$ cat src/rtl/xtal_clk_ctrl.sv
// xtal_clk_ctrl: digital controller behind the crystal oscillator pad cell.
//
// Qualifies the raw oscillator clock with a warm-up count and then produces
// NUM_CH independently programmable divided clocks. Ratio changes are staged
// in shadow registers and adopted only at a falling toggle, so no runt pulse
// reaches the clock tree.
//
// Ports:
//   clk       raw oscillator clock (sole clock)
//   resetn    asynchronous active-low reset
//   en        oscillator enable; low forces the controller off
//   div_sel   half-period ratio per channel, ch i = div_sel[i*DIV_W +: DIV_W]
//   div_load  one-cycle strobe capturing div_sel into the shadow registers
//   ready     clock qualified (controller running)
//   clk_out   divided clocks, registered
//   busy      a shadow ratio is still pending on at least one channel
//   sync      phase-alignment pulse (only with XTAL_PHASE_SYNC_EN)
//
// Optional feature: define XTAL_PHASE_SYNC_EN to add the sync port. A sync
// pulse while running clears every channel counter, drives every clk_out low
// and adopts pending shadows on the next edge.
module xtal_clk_ctrl #(
  parameter int unsigned NUM_CH         = 2,
  parameter int unsigned DIV_W          = 4,
  parameter int unsigned STARTUP_CYCLES = 1024
) (
  input  logic                    clk,
  input  logic                    resetn,
  input  logic                    en,
  input  logic [NUM_CH*DIV_W-1:0] div_sel,
  input  logic                    div_load,
  output logic                    ready,
  output logic [NUM_CH-1:0]       clk_out,
  output logic                    busy
`ifdef XTAL_PHASE_SYNC_EN
  ,
  input  logic                    sync
`endif
);

  localparam int unsigned WarmW = (STARTUP_CYCLES > 1) ? $clog2(STARTUP_CYCLES) : 1;
  localparam logic [WarmW-1:0] WarmLast = WarmW'(STARTUP_CYCLES - 1);
  localparam logic [WarmW-1:0] WarmOne  = WarmW'(1);
  localparam logic [DIV_W-1:0] DivOne   = DIV_W'(1);

  typedef enum logic [1:0] {StOff, StWarmup, StRun} state_e;

  state_e            state_q, state_d;
  logic [WarmW-1:0]  warm_q, warm_d;
  logic              ready_q, ready_d;

  logic [NUM_CH-1:0][DIV_W-1:0] cnt_q, cnt_d;
  logic [NUM_CH-1:0][DIV_W-1:0] act_q, act_d;
  logic [NUM_CH-1:0][DIV_W-1:0] shd_q, shd_d;
  logic [NUM_CH-1:0]            pnd_q, pnd_d;
  logic [NUM_CH-1:0]            out_q, out_d;

  logic run_q, run_d, sync_hit;

  // --------------------------------------------------------------------------
  // Warm-up FSM
  // --------------------------------------------------------------------------
  always_comb begin
    state_d = state_q;
    warm_d  = warm_q;
    unique case (state_q)
      StOff: begin
        warm_d = '0;
        if (en) state_d = StWarmup;
      end
      StWarmup: begin
        if (!en) begin
          state_d = StOff;
          warm_d  = '0;
        end else if (warm_q == WarmLast) begin
          state_d = StRun;
          warm_d  = '0;
        end else begin
          warm_d = warm_q + WarmOne;
        end
      end
      StRun: begin
        warm_d = '0;
        if (!en) state_d = StOff;
      end
      default: begin
        state_d = StOff;
        warm_d  = '0;
      end
    endcase
  end

  assign run_q   = (state_q == StRun);
  assign run_d   = (state_d == StRun);
  // ready follows the next state so it rises on the same edge RUN is entered.
  assign ready_d = run_d;

`ifdef XTAL_PHASE_SYNC_EN
  assign sync_hit = sync && run_q;
`else
  assign sync_hit = 1'b0;
`endif

  // --------------------------------------------------------------------------
  // Divider channels
  // --------------------------------------------------------------------------
  always_comb begin
    cnt_d = cnt_q;
    act_d = act_q;
    shd_d = shd_q;
    pnd_d = pnd_q;
    out_d = out_q;
    for (int i = 0; i < NUM_CH; i++) begin
      if (!run_d) begin
        // Off or warming up (or leaving RUN): outputs parked low.
        cnt_d[i] = '0;
        out_d[i] = 1'b0;
      end else if (!run_q || sync_hit) begin
        // RUN entry or phase sync: restart from a known low phase.
        cnt_d[i] = '0;
        out_d[i] = 1'b0;
        if (pnd_q[i]) begin
          act_d[i] = shd_q[i];
          pnd_d[i] = 1'b0;
        end
      end else if (act_q[i] == '0) begin
        // Idle channel: output already low, so a new ratio is safe at once.
        cnt_d[i] = '0;
        out_d[i] = 1'b0;
        if (pnd_q[i]) begin
          act_d[i] = shd_q[i];
          pnd_d[i] = 1'b0;
        end
      end else if (cnt_q[i] == act_q[i] - DivOne) begin
        cnt_d[i] = '0;
        out_d[i] = ~out_q[i];
        // Only switch ratio at the falling toggle so the high phase completes.
        if (out_q[i] && pnd_q[i]) begin
          act_d[i] = shd_q[i];
          pnd_d[i] = 1'b0;
        end
      end else begin
        cnt_d[i] = cnt_q[i] + DivOne;
      end

      // A load on an adoption edge lands after it: the old shadow was taken,
      // the new one stays pending for the next falling toggle.
      if (div_load && !sync_hit) begin
        shd_d[i] = div_sel[i*DIV_W +: DIV_W];
        pnd_d[i] = 1'b1;
      end
    end
  end

  // --------------------------------------------------------------------------
  // State registers
  // --------------------------------------------------------------------------
  always_ff @(posedge clk or negedge resetn) begin
    if (!resetn) begin
      state_q <= StOff;
      warm_q  <= '0;
      ready_q <= 1'b0;
      cnt_q   <= '0;
      act_q   <= '0;
      shd_q   <= '0;
      pnd_q   <= '0;
      out_q   <= '0;
    end else begin
      state_q <= state_d;
      warm_q  <= warm_d;
      ready_q <= ready_d;
      cnt_q   <= cnt_d;
      act_q   <= act_d;
      shd_q   <= shd_d;
      pnd_q   <= pnd_d;
      out_q   <= out_d;
    end
  end

  assign ready   = ready_q;
  assign clk_out = out_q;
  assign busy    = |pnd_q;

endmodule

$ cat config.mk
export PLATFORM = sky130hd
export DESIGN_NAME = xtal_clk_ctrl
export DESIGN_NICKNAME = d
export VERILOG_FILES = /design/src/rtl/xtal_clk_ctrl.sv
export SDC_FILE = /design/constraint.sdc
export NUM_CORES = 1
export LEC_CHECK = 0
export ABC_CLOCK_PERIOD_IN_PS = 2800
export BUFFER_PORTS_ARGS = -buffer_cell sky130_fd_sc_hd__buf_2
export CORE_MARGIN = 2
export CORE_UTILIZATION = 40
export CTS_CLUSTER_SIZE = 25
export DETAILED_ROUTE_END_ITERATION = 10
export PLACE_DENSITY = 0.54
export SYNTH_ARGS = -nofsm -noshare
export SYNTH_HDL_FRONTEND = slang
export SYNTH_SLANG_ARGS = --single-unit
$ cat constraint.sdc
create_clock -name clk -period 2.8 [get_ports clk]
set_input_delay 0.28 -clock clk [delete_from_list [all_inputs] [get_ports clk]]
set_output_delay 0.28 -clock clk [all_outputs]
set_load 0.03 [all_outputs]
==> qor.csv <==
metric,value,unit
outcome,completed,
synth.yosys.warnings,0,
critPathArrivalTime,2430,ps
cap_violations,0,
grt_pass1_vias,1286,
rows,25,
layout-drive-gt1-share,23.0,%
min_period,2260,ps
end_kind,register,
clk_latency,290,ps
finalSetupTns,0,ps
cts_made_buffers,5,
yosys.area.top_type_share,52.7,%
clkSinkCount,41,
crit_family,flip-flops,
cp-start-kind,register,
antenna_found_initial,0,
firstDrtPassIters,4,
fin_skew,9.75,ps
fin_cells,258,
cts_tree,built,
synth_ff_type,dfrtp_1,
synth_fp_nets,187,
netlist_area,1950,sq um
critPathMaxStageDelay,410,ps
wl_per_cell,12.5,um
place.gp.congestion,0.757,
ys_top_cells_by_count,"dfrtp_1, nor2_1, mux2_2, xor2_1",
irDropWorstVdd,0.289,mV
synth_area_leaders,"dfrtp_1, mux2_2, xor2_1",
vias_per_cell,4.82,
ioPinCount,16,
core_area,4720,sq um
placed_cells,250,
finalCritPeriodShare,80.8,%
gr-total-overflow,0,
synth-seq-area-share,52.7,%
worstPathCellList,"inv_1, ha_1, xor3_1, nor3_2, nand3_2, a311oi_4, mux2_1",
crit_required,2970,ps
power.density,511,nW/um^2
synth_most_common_cell,dfrtp_1,
cpMaxStageDelayCell,dfrtp_1,
hp-class,in -> async,
clockBufferDepth,2,
crit_fanout,4,
post-cts-setup-buffers,0,
h-tree-depth,2,
grt_max_degree,42,
start_util,41.2,%
finalSetupViolations,0,
fmax,0.442,GHz
first_iter_violations,33,
yosysTopAreaCell,dfrtp_1,
die_area,5440,sq um
rsz0062_at_grt,no,
nets,208,
syn_area_per_cell,11.5,sq um
worst_pin_slew,908,ps
fp.dieH,73.8,um
clk_transition_reported_paths,80,ps
grt_pass1_wl,5.71,mm
hpwl,2.37,mm
async_flop_share,100,%
hold_violations,0,
ant_nets,0,
cts_root_buffer,clkbuf_8,
wl,3.24,mm
leakagePower,1.03,nW
worstSetupPathType,reg -> reg,
maxSlewHeadroom,39.5,%
crit_buf_inv,1,
synth.distinct_cells,37,
grtUsageTotal,13.8,%
cts_resized,0,
synth-edff-count,0,
drc,0,
syn_inst,169,
vias,1244,
fin_util,47.1,%
drv_slew,0,
postCtsHoldBufs,0,
antenna_cells,0,
synthToLayoutAreaGrowth,14.1,%
io_buffers,15,
ys_seq_elements,41,
dieWidth,73.8,um
## stage by stage
stage	power, mW	hold slack (ps)	setup slack, ps	area (sq um)
6_report	1.14	115	538	2220
5_1_grt	1.19	189	430	2220
4_1_cts	1.16	154	554	2220
3_5_place_dp	0.668	450	567	2110
3_3_place_gp	0.665	434	629	2110
2_1_floorplan	0.642	-15.6	689	1950
## state kept, by name, summed over array words and instances, names as in the netlist
| signal | cells |
|---|---|
| pnd_q | 2 |
| state_q | 2 |
| cnt_q | 8 |
| shd_q | 8 |
| ready | 1 |
| clk_out | 2 |
| warm_q | 10 |
| act_q | 8 |
## logic make-up after synthesis
group | share of synthesized area [%]
buffers and inverters | 2.50
flip-flops | 52.7
multiplexers | 8.67
XOR/XNOR | 11.8
AND/OR/NAND/NOR | 15.1
AO/OA/AOI/OAI | 5.40
adder cells (fa/ha/maj) | 3.85
## path summary, 6_finish.rpt
kind	from	end	slack (ps)	cells past startpoint
max in group asynchronous	resetn	cnt_q[6]	2100	1
min in group clk	div_sel[3]	shd_q[3]	220	2
setup reg to reg	act_q[0]	act_q[2]	540	7
setup / recovery	act_q[0]	act_q[2]	540	7
hold reg to reg	warm_q[0]	warm_q[0]	460	1
hold / removal	resetn	cnt_q[2]	120	1
## placed cells by master, fill, tap and decap left out, types with 2 or more instances in the layout
cell type,Yosys,layout
and4_1,2,2
inv_1,10,10
dfrtp_1,41,41
mux2_2,12,12
nand4_1,3,3
o21bai_1,2,2
ha_1,6,6
xnor2_1,10,10
xor2_1,11,11
nand3_1,9,9
or2_2,3,3
nor3_1,3,3
nand2_1,8,8
o21ai_0,2,2
nor2_1,22,22
clkbuf_8,0,6
buf_2,0,15
mux2_1,3,3
## routing by layer
metal | GRT usage, % | part of all wire [%] | wire, um
met1 | 18.7 | 49 | 1580
met2 | 20.9 | 46 | 1500
met3 | 3.70 | 3.6 | 115
met4 | 5.45 | 1.2 | 40
met5 | 0 | 0 | 0
## area by class of cell
class | instances | area, sq um
flip-flops and latches | 41 | 1030
fillers | 450 | 2500
well taps | 67 | 83.8
clock inverters | 1 | 30.0
multi-input cells | 115 | 873
inverters | 11 | 41.3
clock buffers | 7 | 86.3
repair buffers | 16 | 82.6
## power by group
part,leakage [nW],internal (mW),switching (mW),total [mW]
sequential,0.541,0.605,0.00784,0.613
clock,0.0585,0.291,0.192,0.483
combinational,0.427,0.0183,0.0226,0.0409
(Power assumes the default switching activity.)
